--- config.mk ---
export PLATFORM = sky130hd
export DESIGN_NAME = post_proc_responder
export DESIGN_NICKNAME = d
export VERILOG_FILES = /design/src/rtl/post_proc_responder.sv
export SDC_FILE = /design/constraint.sdc
export NUM_CORES = 1
export LEC_CHECK = 0
export ABC_CLOCK_PERIOD_IN_PS = 5100
export BUFFER_PORTS_ARGS = -buffer_cell sky130_fd_sc_hd__buf_2
export CORE_MARGIN = 1.5
export CORE_UTILIZATION = 25
export DETAILED_ROUTE_END_ITERATION = 10
export PLACE_DENSITY = 0.56
export SYNTH_ARGS = -nofsm -noshare
export SYNTH_HDL_FRONTEND = slang
export SYNTH_SLANG_ARGS = --single-unit
export TNS_END_PERCENT = 50
--- constraint.sdc ---
create_clock -name iClk -period 5.1 [get_ports iClk]
set_clock_uncertainty 0.2 [all_clocks]
set_input_delay 0.255 -clock iClk [delete_from_list [all_inputs] [get_ports iClk]]
set_output_delay 0.255 -clock iClk [all_outputs]
set_load 0.005 [all_outputs]
--- src/rtl/post_proc_responder.sv ---
// Scans the detection output memory, hands valid faces downstream and clears the OM on request.
// Optional: define POSTP_MERGE_EN to drop entries that sit within 2 px of the last emitted face.
module post_proc_responder #(
   parameter int OM_DEPTH = 256,
   parameter int ADDR_W   = 8
) (
   input  logic              iClk,
   input  logic              iReset_n,
   input  logic              iRun_PostP,
   input  logic              iRun_Set_OM,
   output logic              oOM_rd_en,
   output logic [ADDR_W-1:0] oOM_rd_addr,
   input  logic [31:0]       iOM_rd_data,
   output logic              oOM_wr_en,
   output logic [ADDR_W-1:0] oOM_wr_addr,
   output logic [31:0]       oOM_wr_data,
   output logic              oFace_valid,
   input  logic              iFace_ready,
   output logic [9:0]        oFace_x,
   output logic [9:0]        oFace_y,
   output logic [4:0]        oFace_size,
   output logic [7:0]        oFace_count,
   output logic              oFinish_PostP,
   output logic              oFinish_Set_OM,
   output logic              oBusy
);

   typedef enum logic [2:0] {
      S_IDLE,
      S_READ,
      S_WAIT,
      S_EMIT,
      S_DONE,
      S_CLEAR,
      S_CLR_DONE
   } state_t;

   localparam logic [ADDR_W-1:0] LP_LAST = ADDR_W'(OM_DEPTH - 1);

   state_t            r_state;
   state_t            w_next;
   logic [ADDR_W-1:0] r_addr;
   logic [ADDR_W-1:0] w_addr_nxt;
   logic              r_run_prev;
   logic [9:0]        r_face_x;
   logic [9:0]        r_face_y;
   logic [4:0]        r_face_size;
   logic [7:0]        r_count;

   logic              w_rise;
   logic              w_last_addr;
   logic              w_ent_vld;
   logic [1:0]        w_ent_scale;
   logic [9:0]        w_ent_x;
   logic [9:0]        w_ent_y;
   logic [4:0]        w_size;
   logic              w_merge_hit;
   logic              w_accept;
   logic              w_capture;
   logic              w_cnt_inc;
   logic              w_cnt_clr;
   logic              w_scan_start;
   logic              w_unused;

   assign w_rise      = iRun_PostP & ~r_run_prev;
   assign w_last_addr = (r_addr == LP_LAST);
   assign w_ent_vld   = iOM_rd_data[31];
   assign w_ent_scale = iOM_rd_data[21:20];
   assign w_ent_x     = iOM_rd_data[19:10];
   assign w_ent_y     = iOM_rd_data[9:0];
   assign w_unused    = &{1'b0, iOM_rd_data[30:22]};

   always_comb begin
      w_size = 5'd0;
      unique case (w_ent_scale)
         2'd0:    w_size = 5'd23;
         2'd1:    w_size = 5'd19;
         2'd2:    w_size = 5'd17;
         default: w_size = 5'd0;
      endcase
   end

`ifdef POSTP_MERGE_EN
   logic        r_last_vld;
   logic [1:0]  r_last_scale;
   logic [9:0]  r_last_x;
   logic [9:0]  r_last_y;
   logic [10:0] w_dx;
   logic [10:0] w_dy;
   logic        w_near_x;
   logic        w_near_y;

   // 11-bit two's complement difference: near means -2..+2
   assign w_dx     = {1'b0, w_ent_x} - {1'b0, r_last_x};
   assign w_dy     = {1'b0, w_ent_y} - {1'b0, r_last_y};
   assign w_near_x = (w_dx <= 11'd2) || (w_dx >= 11'h7FE);
   assign w_near_y = (w_dy <= 11'd2) || (w_dy >= 11'h7FE);

   assign w_merge_hit = r_last_vld
                     && (w_ent_scale == r_last_scale)
                     && w_near_x
                     && w_near_y;

   always_ff @(posedge iClk) begin
      if (!iReset_n) begin
         r_last_vld   <= 1'b0;
         r_last_scale <= 2'd0;
         r_last_x     <= 10'd0;
         r_last_y     <= 10'd0;
      end else if (w_scan_start) begin
         r_last_vld   <= 1'b0;
      end else if (w_capture) begin
         r_last_vld   <= 1'b1;
         r_last_scale <= w_ent_scale;
         r_last_x     <= w_ent_x;
         r_last_y     <= w_ent_y;
      end
   end
`else
   assign w_merge_hit = 1'b0;
`endif

   assign w_accept = w_ent_vld
                  && (w_ent_scale != 2'd3)
                  && !w_merge_hit;

   always_comb begin
      w_next       = r_state;
      w_addr_nxt   = r_addr;
      w_capture    = 1'b0;
      w_cnt_inc    = 1'b0;
      w_cnt_clr    = 1'b0;
      w_scan_start = 1'b0;
      unique case (r_state)
         S_IDLE: begin
            w_addr_nxt = '0;
            if (w_rise) begin
               w_next       = S_READ;
               w_cnt_clr    = 1'b1;
               w_scan_start = 1'b1;
            end else if (iRun_Set_OM) begin
               w_next = S_CLEAR;
            end
         end
         S_READ: begin
            w_next = S_WAIT;
         end
         S_WAIT: begin
            if (w_accept) begin
               w_next    = S_EMIT;
               w_capture = 1'b1;
            end else if (w_last_addr) begin
               w_next = S_DONE;
            end else begin
               w_next     = S_READ;
               w_addr_nxt = r_addr + ADDR_W'(1);
            end
         end
         S_EMIT: begin
            if (iFace_ready) begin
               w_cnt_inc = 1'b1;
               if (w_last_addr) begin
                  w_next = S_DONE;
               end else begin
                  w_next     = S_READ;
                  w_addr_nxt = r_addr + ADDR_W'(1);
               end
            end
         end
         S_DONE: begin
            w_addr_nxt = '0;
            w_next     = iRun_Set_OM ? S_CLEAR : S_IDLE;
         end
         S_CLEAR: begin
            if (w_last_addr) begin
               w_next     = S_CLR_DONE;
               w_addr_nxt = '0;
            end else begin
               w_addr_nxt = r_addr + ADDR_W'(1);
            end
         end
         S_CLR_DONE: begin
            w_next    = S_IDLE;
            w_cnt_clr = 1'b1;
         end
         default: begin
            w_next     = S_IDLE;
            w_addr_nxt = '0;
         end
      endcase
   end

   always_ff @(posedge iClk) begin
      if (!iReset_n) begin
         r_state    <= S_IDLE;
         r_addr     <= '0;
         r_run_prev <= 1'b0;
      end else begin
         r_state    <= w_next;
         r_addr     <= w_addr_nxt;
         r_run_prev <= iRun_PostP;
      end
   end

   always_ff @(posedge iClk) begin
      if (!iReset_n) begin
         r_face_x    <= 10'd0;
         r_face_y    <= 10'd0;
         r_face_size <= 5'd0;
      end else if (w_capture) begin
         r_face_x    <= w_ent_x;
         r_face_y    <= w_ent_y;
         r_face_size <= w_size;
      end
   end

   always_ff @(posedge iClk) begin
      if (!iReset_n) begin
         r_count <= 8'd0;
      end else if (w_cnt_clr) begin
         r_count <= 8'd0;
      end else if (w_cnt_inc && (r_count != 8'hFF)) begin
         r_count <= r_count + 8'd1;
      end
   end

   assign oOM_rd_en      = (r_state == S_READ);
   assign oOM_rd_addr    = r_addr;
   assign oOM_wr_en      = (r_state == S_CLEAR);
   assign oOM_wr_addr    = r_addr;
   assign oOM_wr_data    = 32'd0;
   assign oFace_valid    = (r_state == S_EMIT);
   assign oFace_x        = r_face_x;
   assign oFace_y        = r_face_y;
   assign oFace_size     = r_face_size;
   assign oFace_count    = r_count;
   assign oFinish_PostP  = (r_state == S_DONE);
   assign oFinish_Set_OM = (r_state == S_CLR_DONE);
   assign oBusy          = (r_state != S_IDLE);

endmodule
==> results of run 1 <==
-- per-stage QoR --
| stage | power [mW] | cell area [µm²] | setup slack, ns |
|---|---|---|---|
| after floorplan | 0.652 | 2390 | 3.26 |
| final | 0.939 | 2860 | 2.66 |
| after detailed placement | 0.723 | 2570 | 2.64 |
| after CTS | 0.956 | 2860 | 2.60 |
| after global routing | 1.01 | 2860 | 2.38 |
| after global placement | 0.717 | 2570 | 2.64 |
-- what timing repair did --
| action | in CTS | in global routing |
|---|---|---|
| endpoints found under the hold margin | 21 | 0 |
| buffers inserted | 0 | 0 |
| hold buffers | 21 | 0 |
-- routing by layer --
metal,vias up,global-route usage,part of all wire
li1,1049,-,-
met3,6,0.0358,0.073
met4,0,0.0358,0.0096
met5,-,0,0
met1,942,0.140,0.44
met2,83,0.190,0.48
-- worst max path at each step --
stage,to,cells past startpoint
2_1_floorplan,oOM_rd_addr[2]$_SDFFE_PN0P_,6
3_3_place_gp,oFace_size[2]$_SDFFE_PN0P_,5
3_5_place_dp,r_state[0]$_SDFFE_PN0P_,5
4_1_cts,oFace_size[2]$_SDFFE_PN0P_,5
5_1_grt,oFace_size[2]$_SDFFE_PN0P_,5
6_report,oFace_size[2]$_SDFFE_PN0P_,5
-- report_power, final --
part	switching (mW)	internal, mW
combinational	0.165	0.137
clock	0.118	0.0964
sequential	0.0540	0.368
total	0.337	0.602
-- logic make-up (layout without fill, tap and decap cells) --
family | Yosys count | after routing | share of synthesized area
adders and majority gates | 2 | 2 | 0.0110
muxes | 3 | 3 | 0.0132
buffers and inverters | 57 | 115 | 0.169
and+or+nand+nor | 116 | 116 | 0.259
AOI/OAI and AO/OA | 50 | 50 | 0.137
xor gates and xnor gates | 8 | 8 | 0.0308
DFF | 43 | 43 | 0.378
other | 1 | 33 | 0.00165
-- cells in the mapped netlist, drive strengths merged, types with 2 or more instances --
master | number | area [µm²]
nand2 | 49 | 184
buf | 48 | 352
dfxtp | 43 | 861
a21oi | 25 | 125
nor2 | 24 | 90.1
xnor2 | 8 | 70.1
o21ai | 7 | 35.0
nand3 | 6 | 30.0
nor2b | 6 | 37.5
and3 | 5 | 31.3
clkbuf | 5 | 18.8
nor3 | 5 | 35.0
nand4 | 4 | 25.0
a211oi | 3 | 22.5
mux2i | 3 | 30.0
nor4 | 3 | 31.3
nor4b | 3 | 45.0
or3 | 3 | 18.8
a21boi | 2 | 15.0
a31oi | 2 | 12.5
and2 | 2 | 12.5
clkinv | 2 | 7.51
ha | 2 | 25.0
inv | 2 | 7.51
nor3b | 2 | 15.0
o211ai | 2 | 20.0
o21bai | 2 | 15.0
-- worst max-delay path: cells and delay by family (launching register included) --
kind            cells  cell delay, ns
simple gates        4            1.52
flops               1            0.57
compound gates      1            0.07
-- state kept, by name (all words and copies together) (netlist names) --
name	count
oFace_count	8
r_run_prev	1
oFace_x	10
oFace_size	3
oFace_y	10
r_state	3
oOM_rd_addr	8
-- cell type report --
type / count / share of cell area
multi-input cells: 212 / 0.401
flip-flops and latches: 43 / 0.301
repair buffers: 103 / 0.218
well taps: 108 / 0.0472
clock buffers: 7 / 0.0266
inverters: 4 / 0.00524
clock inverters: 1 / 0.00175
==> metrics, run 1 <==
worst-margin pin slew=between 0.9 and 1 ns; Max H-tree Level=2; antenna diode count=0; CTS max path bufs=2; layout cells sized above 1=0.262; RSZ-0062 raised after global routing=false; Period minus WS final=~2.4 ns; Worst Hold Slack=about 0.020 ns; CP Max Fanout=23; largest net degree at the start of global routing=27; Synth cell types=45; endpoint class of the critical path=flop; commonest non-fill, non-tap cell in the layout=buf_2; Mapped Cells=280; Vias per Instance=4.35; Slew Limit Fails=0; area of the core=roughly 0.0088 mm²; Post-CTS Resized=0; final WL=5.52 mm; antenna violations before repair=0; Worst Hold Launch=iOM_rd_data[13]; Leak Pwr=1.28 nW; Setup crit start=r_state[1]$_SDFFE_PN0P_; final net count=408; Worst R2R End=oFace_size[2]$_SDFFE_PN0P_; CP peak stage delay=0.73 ns; Post-synth EDFFs=0; fin crit share=0.477; Power Dens Cells=328 mW/mm²; DR WL/cell=11.5 µm; filler cell count=944; multi-input logic area=between 0.001 and 0.0015 mm²; Finished Core Util=0.327; P&R area growth vs syn=25.9%; Top Ports=between 100 and 150; Remaining DRCs=0; Die Y=98.4 µm; sequential cell area fraction in the yosys report=0.378; Initial Util=0.260; Final setup viols=0; IO Port Bufs=just over 80; CP arrival=2.45 ns; register area=861 µm²; Final Hold Fails=0; Post-Syn Area per Cell=8.12 µm²; num rows=34; hold path depth=3; cells along the critical path=and2b_1 -> nand3_1 -> nor3_1 -> a21oi_1 -> nor2_1; reg-to-reg setup timing slack=2.66 ns; total grt overflow=0; FF-to-FF Start=r_state[1]$_SDFFE_PN0P_; clock net sink count=between 40 and 50; CP Class=flop to flop; most frequent cells in the layout=buf_2, nand2_1, dfxtp_1; CTS tree=yes; Worst R2R Path Depth=5; First DRT Iteration DRCs=54; Hold Crit Class=input port to flop; die width=98.4 µm; Critical-path top delay cell=nand3_1; Reg clk slew, reported paths=0.08 ns; vias in the first global route=1843; Final Wtd Congestion=0.744; die area=0.00968 mm²; Placed Cells=~450; status=completed; max_cap viols=0; cts bufs inserted=5; post-synthesis async set-or-reset flop share=0; Skew-Pair Late Insertion Delay=~0.29 ns; first-pass GRT wire length=8.87 mm; Synth Warn #=0; Slew HR=0.341; Cell Count, Final, Fillers Out=478; final setup TNS=0 ns; hpwl dp=3.77 mm; FF+latch count, synth=43; GRT Total Usage=0.114; Main synth FF type=dfxtp_1; via count=around 2100; Worst EP required=5.12 ns; WHS Endpoint=oFace_x[3]$_SDFFE_PN0P_; root buffer cell=clkbuf_8; post-route antenna net violation count=0; CP startpoint kind=flop; Peak VDD IR=97.9 µV; Max Fclk=411 MHz; Synth Cell Area=0.00227 mm²; DRT Pass-1 Iters=4
No activity file was read; power rests on OpenSTA's default activity.
==> run 2, diff against run 1 <==
ABC_CLOCK_PERIOD_IN_PS = 2000   (was 5100)
PLACE_DENSITY = 0.58   (was 0.56)
clock period = 2 ns   (was 5.1 ns; I/O delays follow)
==> metrics, run 2 (synthesized netlist as in run 1, its figures left out) <==
Reg power frac=0.385; CTS max path bufs=2; Max Fclk=543 MHz; Vias per Instance=4.29; IO Port Bufs=between 80 and 90; CP arrival=1.84 ns; final worst slack=around 0.16 ns; reg-to-reg setup timing slack=between 0.15 and 0.2 ns; Max H-tree Level=2; final setup TNS=0 ns; Slew Limit Fails=0; Peak VDD IR=roughly 310 µV; CTS tree=yes; First DRT Iteration DRCs=52; status=completed; Worst EP required=2.00 ns; Comb pwr share=0.364; max_cap viols=0; Worst Hold Launch=iRun_Set_OM; vias in the first global route=1966; Final Wtd Congestion=0.754; FF-to-FF Start=r_state[2]$_SDFFE_PN0P_; DRT Pass-1 Iters=4; Reg clk slew, reported paths=0.09 ns; hold path depth=4; Remaining DRCs=0; Skew-Pair Late Insertion Delay=0.30 ns; commonest non-fill, non-tap cell in the layout=buf_2; # Post-CTS Setup Buffers=0; Final setup viols=0; hpwl dp=4.07 mm; Final Hold Fails=0; Worst R2R Path Depth=6; final net count=433; CP startpoint kind=flop; Top Ports=124; die area=0.00968 mm²; Worst Hold Slack=0.0273 ns; clock net sink count=43; first-pass GRT wire length=9.33 mm; area of placed instances=0.00274 mm²; endpoint class of the critical path=flop; Leak Pwr=1.44 nW; post-route antenna net violation count=0; Period minus WS final=roughly 1.8 ns; Die Y=98.4 µm; P&R area growth vs syn=37.1%; antenna diode count=0; DR WL/cell=11.8 µm; Worst R2R End=oOM_rd_addr[1]$_SDFFE_PN0P_; most frequent cells in the layout=buf_2, nand2_1, dfxtp_1; num rows=34; layout cells sized above 1=0.312; largest net degree at the start of global routing=26; RSZ-0062 raised after global routing=false; Setup crit start=r_state[2]$_SDFFE_PN0P_; final WL=5.91 mm; Int Pwr=around 1.8 mW; CP Max Fanout=10; Hold Crit Class=input port to flop; clock share of power=0.251; fin crit share=0.920; antenna violations before repair=0; area of the core=0.00876 mm²; die width=98.4 µm; worst slack at placement=~0.066 ns; Initial Util=0.260; total grt overflow=0; P_sw=0.901 mW; cts bufs inserted=5; root buffer cell=clkbuf_8; Sw Ratio=0.334; via count=between 2000 and 2500; post-route cell area=around 0.0031 mm²; WHS Endpoint=r_state[0]$_SDFFE_PN0P_; GRT Total Usage=0.118; CP Class=flop to flop; Power Dens Cells=865 mW/mm²
run 2: worst max-delay path by stage:
stage | to | slack, ns | cells after the start
floorplan | oOM_rd_addr[2]$_SDFFE_PN0P_ | 0.16 | 6
global route | r_state[2]$_SDFFE_PN0P_ | 0.07 | 5
finish | oOM_rd_addr[1]$_SDFFE_PN0P_ | 0.16 | 6
CTS | oOM_rd_addr[1]$_SDFFE_PN0P_ | 0.04 | 6
global placement | oOM_rd_addr[1]$_SDFFE_PN0P_ | 0.06 | 6
detailed placement | oOM_rd_addr[1]$_SDFFE_PN0P_ | 0.07 | 6
run 2: critical path, cell delays in order (launching register included):
cell and delay (ns):
dfxtp_2 0.41, and2b_1 0.21, and3_1 0.22, nor3_2 0.29, buf_4 0.18, mux2i_1 0.17
nor2_1 0.05
run 2: area by class of cell:
class	instances	area, µm²
clock inverters	1	30.0
repair buffers	128	837
fillers	917	5640
inverters	4	15.0
clock buffers	6	72.6
flip-flops and latches	43	865
multi-input cells	212	1160
well taps	108	135
run 2: power groups by stage:
stage | Combinational (mW) | Sequential [mW] | Clock [mW]
finish | 0.982 | 1.04 | 0.677
global route | 1.10 | 1.06 | 0.728
CTS | 0.980 | 1.03 | 0.699
detailed placement | 0.939 | 1.05 | 0
global placement | 0.929 | 1.05 | 0
floorplan | 0.634 | 1.03 | 0
run 2: repair_timing:
action	4_1_cts	5_1_grt
setup endpoints to repair	0	29
resized for setup	0	8
hold buffers	25	0
endpoints found under the hold margin	25	0
run 2: per-stage QoR:
stage | std cells | utilization | total power, mW
final | 502 | 0.356 | 2.70
after global routing | 502 | 0.356 | 2.88
after CTS | 502 | 0.353 | 2.71
after detailed placement | 470 | 0.313 | 1.99
after global placement | 470 | 0.313 | 1.98
after floorplan | 312 | - | 1.66
run 2: routing by layer:
metal / routed length (µm) / track usage / share of wire / up-vias
li1: - / - / - / 1101
met1: 2570 / 0.141 / 0.43 / 962
met2: 2880 / 0.207 / 0.49 / 84
met3: 391 / 0.0351 / 0.066 / 7
met4: 65 / 0.0325 / 0.011 / 0
met5: 0 / 0 / 0 / -
